<file path="config.mk">
export PLATFORM = sky130hd
export DESIGN_NAME = traffic_cmd_sequencer
export DESIGN_NICKNAME = d
export VERILOG_FILES = /design/src/rtl/traffic_cmd_sequencer.sv
export SDC_FILE = /design/constraint.sdc
export NUM_CORES = 1
export LEC_CHECK = 0
export BUFFER_PORTS_ARGS = -buffer_cell sky130_fd_sc_hd__buf_4
export CAP_MARGIN = 40
export CORE_MARGIN = 2
export CORE_UTILIZATION = 43
export CTS_CLUSTER_SIZE = 16
export DETAILED_ROUTE_END_ITERATION = 10
export GPL_TIMING_DRIVEN = 0
export SLEW_MARGIN = 20
export SYNTH_ARGS = -nofsm -noshare
export SYNTH_HDL_FRONTEND = slang
export SYNTH_SLANG_ARGS = --single-unit
</file>
<file path="constraint.sdc">
create_clock -name clk_i -period 3.7 [get_ports clk_i]
set_input_delay 0.74 -clock clk_i [delete_from_list [all_inputs] [get_ports clk_i]]
set_output_delay 0.74 -clock clk_i [all_outputs]
set_load 0.01 [all_outputs]
</file>
<file path="src/rtl/traffic_cmd_sequencer.sv">
// Expands operator requests into the one-cycle command pulses the light controller expects.
// Build macro TRAFFIC_SEQ_CHECK_EN rejects RECONFIG requests that carry a zero time field.
module traffic_cmd_sequencer #(
  parameter int GAP_CYCLES = 2,
  parameter int DATA_W     = 16
) (
  input  logic              clk_i,
  input  logic              arstn_i,
  input  logic              req_valid_i,
  output logic              req_ready_o,
  input  logic [1:0]        req_op_i,
  input  logic [DATA_W-1:0] req_green_ms_i,
  input  logic [DATA_W-1:0] req_red_ms_i,
  input  logic [DATA_W-1:0] req_yellow_ms_i,
  output logic [2:0]        cmd_type_o,
  output logic              cmd_valid_o,
  output logic [DATA_W-1:0] cmd_data_o,
  output logic              busy_o,
  output logic              done_o,
  output logic              err_o
);

  typedef enum logic [1:0] {IDLE, ISSUE, GAP} state_t;

  localparam logic [1:0] OP_ON       = 2'b00;
  localparam logic [1:0] OP_OFF      = 2'b01;
  localparam logic [1:0] OP_SERVICE  = 2'b10;
  localparam logic [1:0] OP_RECONFIG = 2'b11;
  localparam logic [7:0] GAP_LAST    = (GAP_CYCLES == 0) ? 8'd0 : 8'(GAP_CYCLES - 1);

  state_t            state, next_state;
  logic [2:0]        step, next_step;
  logic [7:0]        gap_cnt, next_cnt;
  logic [1:0]        op_q;
  logic [DATA_W-1:0] green_q, red_q, yellow_q;
  logic              load, reject, issue_next, done_next, err_next, last_step;
  logic [1:0]        cmd_op;
  logic [2:0]        cmd_type_next;
  logic [DATA_W-1:0] cmd_data_next;

  assign req_ready_o = (state == IDLE);
  assign busy_o      = (state != IDLE);

`ifdef TRAFFIC_SEQ_CHECK_EN
  assign reject = (req_op_i == OP_RECONFIG) &&
                  ((req_green_ms_i == '0) || (req_red_ms_i == '0) || (req_yellow_ms_i == '0));
`else
  assign reject = 1'b0;
`endif

  assign last_step = (op_q == OP_RECONFIG) ? (step == 3'd4) : 1'b1;

  // Step 0 is issued on the accept edge, before the op is latched, so use the live op then.
  always_comb begin
    cmd_type_next = 3'b000;
    cmd_data_next = '0;
    cmd_op        = load ? req_op_i : op_q;
    case (cmd_op)
      OP_ON:      cmd_type_next = 3'b000;
      OP_OFF:     cmd_type_next = 3'b001;
      OP_SERVICE: cmd_type_next = 3'b010;
      default: begin
        case (next_step)
          3'd0: cmd_type_next = 3'b010;
          3'd1: begin cmd_type_next = 3'b011; cmd_data_next = green_q;  end
          3'd2: begin cmd_type_next = 3'b100; cmd_data_next = red_q;    end
          3'd3: begin cmd_type_next = 3'b101; cmd_data_next = yellow_q; end
          default: cmd_type_next = 3'b000;
        endcase
      end
    endcase
  end

  always_comb begin
    next_state = state;
    next_step  = step;
    next_cnt   = gap_cnt;
    load       = 1'b0;
    issue_next = 1'b0;
    done_next  = 1'b0;
    err_next   = 1'b0;
    case (state)
      IDLE: begin
        if (req_valid_i) begin
          load = 1'b1;
          if (reject) begin
            err_next = 1'b1;
          end else begin
            next_state = ISSUE;
            next_step  = 3'd0;
            issue_next = 1'b1;
          end
        end
      end
      ISSUE: begin
        next_cnt = '0;
        if (GAP_CYCLES != 0) begin
          next_state = GAP;
        end else if (last_step) begin
          next_state = IDLE;
          done_next  = 1'b1;
        end else begin
          next_step  = step + 3'd1;
          issue_next = 1'b1;
        end
      end
      GAP: begin
        if (gap_cnt == GAP_LAST) begin
          if (last_step) begin
            next_state = IDLE;
            done_next  = 1'b1;
          end else begin
            next_state = ISSUE;
            next_step  = step + 3'd1;
            issue_next = 1'b1;
          end
        end else begin
          next_cnt = gap_cnt + 8'd1;
        end
      end
      default: next_state = IDLE;
    endcase
  end

  always_ff @(posedge clk_i or negedge arstn_i) begin
    if (!arstn_i) begin
      state       <= IDLE;
      step        <= '0;
      gap_cnt     <= '0;
      op_q        <= '0;
      green_q     <= '0;
      red_q       <= '0;
      yellow_q    <= '0;
      cmd_valid_o <= 1'b0;
      cmd_type_o  <= '0;
      cmd_data_o  <= '0;
      done_o      <= 1'b0;
      err_o       <= 1'b0;
    end else begin
      state       <= next_state;
      step        <= next_step;
      gap_cnt     <= next_cnt;
      if (load) begin
        op_q     <= req_op_i;
        green_q  <= req_green_ms_i;
        red_q    <= req_red_ms_i;
        yellow_q <= req_yellow_ms_i;
      end
      cmd_valid_o <= issue_next;
      cmd_type_o  <= issue_next ? cmd_type_next : 3'b000;
      cmd_data_o  <= issue_next ? cmd_data_next : '0;
      done_o      <= done_next;
      err_o       <= err_next;
    end
  end

endmodule

</file>
==> impl_metrics.yaml <==
floorplan:
  die_h_um: 97.96
  dieArea_um2: 9596
  io_pins: 77
  num_rows: 34
  core_area_um2: 8636
  die_x_um: 97.96
  start_util_pct: 43.96
worst_setup_path:
  critical_path_class: "flip-flop to flip-flop"
  crit_arrival_ns: 3.80
  end_kind: "flip-flop"
  cp_max_fo: 10
  required_ns: 4.00
  worstSetupStartpointType: "flip-flop"
yosys:
  syn_avg_cell_area_um2: 11.40
  synth_edf_count: 0
  synth_ff_type: "dfrtp_1"
  synth_fp_nets: 390
  ys_seq_area_share_pct: 55.37
  synth_area_um2: 3796
  synth-seq-cells: 84
  yosysWarnings: 0
  yosysUniqueCellTypes: 37
  syn_inst: 333
  synthArstFlopShare_pct: 100.0
routing:
  avgViaCountPerCell: 5.321
  drt_wl_total_um: 8828
  drt-pass1-iter-count: 4
  drc: 0
  drt_iter0_drc: 115
  wl_per_cell_um: 16.56
  dr_total_vias: 2836
  ant_nets: 0
final_layout:
  post-route-util_pct: 54.85
  area_growth_syn_to_layout_pct: 24.79
  nNetsFinal: 477
  fin_cells: 533
  final_area_um2: 4737
  fill_cells: 771
  drive_gt1_share_pct: 37.88
  diodes: 0
clock_network:
  clk_latency_ns: 0.36
  cts_buffer_depth: 2
  cts_tree: "yes"
  cts_setup_buffers: 0
  htreeDepth: 3
  clk_pin_slew_ns: 0.09
  cts-root-buf: "clkbuf_8"
  cts_num_sinks: 84
  cts_buffers: 9
sta:
  hold_viol: 0
  relSlewSlack_pct: 54.28
  worst_clock_skew_ns: 0.01665
  rsz0062_at_grt: "false"
  setup_viol_count_final: 0
  drv_slew: 0
  period_share_pct: 94.48
  layout_min_cycle_time_ns: 3.496
  finalSetupTns_ns: 0
  max_freq_mhz: 286.1
  holdWs_ns: 0.3178
  worst_slack_ns: 0.2044
  tightest_slew_ns: 0.6858
pwr:
  switchingPower_mw: 1.175
  combPwrFrac_pct: 34.6
  seq_power_share_pct: 44.6
  swShare_pct: 35.40
  p_int_mw: 2.145
  vdd_drop_max_mv: 0.2675
  p_leak_nw: 2.171
  power_mw: 3.320
  p_clk_share_pct: 20.7
  p_per_area_nw_per_um2: 700.8
run:
  maxCapViolCount: 0
global_route:
  grt_max_degree: 53
  antenna_found_initial: 0
  grt_pass1_wl_um: 14660
  first_global_vias: 2776
  grt-ovfl-total: 0
  track_usage_pct: 19.75
status:
  status: "complete, no violations"
placed_design:
  gp_routability_congestion: 0.7663
  io_buffer_count: 75
  place_ws_ns: -0.3258
  place_inst: 517
  placed_area_um2: 4522
  dp_hpwl_um: 6364
hold_path:
  hp-class: "input port to async pin"
## metal layers
metal  track usage (%)  share of wire (%)  vias up
met3             3.579                6.5        4
met2             29.45                 46       97
met4             7.906               0.69        0
met5                 0                  0        -
li1                  -                  -     1355
met1             28.66                 47     1380
## flip-flops by register name, summed over array words and instances (netlist names)
register / flops
done_o: 1
green_q: 16
red_q: 16
step: 3
state: 2
op_q: 2
gap_cnt: 8
cmd_valid_o: 1
yellow_q: 16
cmd_type_o: 3
cmd_data_o: 16
## power by group through the flow
stage | Combinational (mW) | Clock (mW) | Sequential, mW
detailed placement | 1.15 | 0 | 1.50
global placement | 1.11 | 0 | 1.48
finish | 1.15 | 0.688 | 1.48
floorplan | 0.802 | 0 | 1.44
CTS | 1.15 | 0.704 | 1.48
global route | 1.28 | 0.749 | 1.53
## cell usage in the layout (no fill, tap or decap), drive strengths merged, types with 2 or more instances in the layout
cell type,instances
or2,2
nor4,2
mux2,50
and3,3
clkbuf,22
a21oi,17
a32o,6
a32oi,10
a22o,10
dfrtp,84
and2,2
nand2,61
buf,86
ha,4
nor3,4
clkinvlp,3
nand3,19
o21ai,9
nand2b,2
nor2,3
inv,10
o211ai,4
## cells in the mapped netlist, types with 2 or more instances
| library cell | number | share of area [%] |
|---|---|---|
| nor2_1 | 2 | 0.20 |
| nor3_1 | 4 | 0.53 |
| a22o_1 | 10 | 2.3 |
| inv_1 | 7 | 0.69 |
| a32o_1 | 6 | 1.6 |
| nand2b_1 | 2 | 0.33 |
| nor4_4 | 2 | 1.1 |
| dfrtp_1 | 84 | 55 |
| buf_2 | 3 | 0.40 |
| mux2_2 | 50 | 15 |
| a32oi_1 | 10 | 2.3 |
| nand3_1 | 19 | 2.5 |
| and3_1 | 3 | 0.49 |
| a21oi_1 | 17 | 2.2 |
| and2_1 | 2 | 0.33 |
| or2_2 | 2 | 0.33 |
| nand2_1 | 61 | 6.0 |
| buf_1 | 3 | 0.30 |
| o211ai_1 | 4 | 0.79 |
| clkbuf_1 | 12 | 1.2 |
| buf_4 | 3 | 0.59 |
| o21ai_0 | 9 | 1.2 |
| ha_1 | 4 | 1.3 |
## critical path: stages, from the launching register on
cell      delay, ns
dfrtp_1        0.39
clkbuf_1       0.28
inv_1          0.14
clkbuf_2       0.24
clkbuf_2       0.30
ha_1           0.20
nand2_1        0.06
and4_1         0.19
clkbuf_1       0.16
and2_1         0.18
buf_2          0.18
a31o_4         0.29
nor2_2         0.36
buf_2          0.31
a22o_1         0.16
## cell type report
| type | instances | area (um2) | share of cell area (%) |
|---|---|---|---|
| flip-flops and latches | 84 | 2102 | 44.37 |
| multi-input cells | 218 | 1559 | 32.91 |
| repair buffers | 76 | 590.6 | 12.47 |
| clock buffers | 10 | 137.6 | 2.905 |
| well taps | 108 | 135.1 | 2.853 |
| plain buffers | 22 | 108.9 | 2.298 |
| clock inverters | 6 | 70.07 | 1.479 |
| inverters | 9 | 33.78 | 0.7132 |
## cell families after synthesis
| logic type | after synthesis | synth area share [%] |
|---|---|---|
| AND/OR/NAND/NOR | 102 | 12.99 |
| flip-flops | 84 | 55.37 |
| AO/OA/AOI/OAI | 60 | 11.50 |
| multiplexers | 50 | 14.83 |
| buffers and inverters | 31 | 3.658 |
| adder cells (fa/ha/maj) | 4 | 1.318 |
| other | 1 | 0.09878 |
| XOR/XNOR | 1 | 0.2308 |
## what timing repair did
action,CTS,global route
gates resized for setup,2,4
endpoints found under the setup margin,16,17
hold buffers,0,0
## worst paths after layout
| kind | start | endpoint | slack, ns | cells after the start |
|---|---|---|---|---|
| max | step[0]$_DFF_PN0_ | cmd_data_o[5]$_DFF_PN0_ | 0.20 | 14 |
| min | arstn_i | gap_cnt[7]$_DFFE_PN0P_ | 0.32 | 1 |
| max reg2reg | step[0]$_DFF_PN0_ | cmd_data_o[5]$_DFF_PN0_ | 0.20 | 14 |
| min reg2reg | green_q[6]$_DFFE_PN0P_ | cmd_data_o[6]$_DFF_PN0_ | 0.49 | 1 |
| max in group asynchronous | arstn_i | yellow_q[10]$_DFFE_PN0P_ | 2.79 | 2 |
| min in group clk_i | green_q[6]$_DFFE_PN0P_ | cmd_data_o[6]$_DFF_PN0_ | 0.49 | 1 |
No activity file was read; power rests on OpenSTA's default activity.
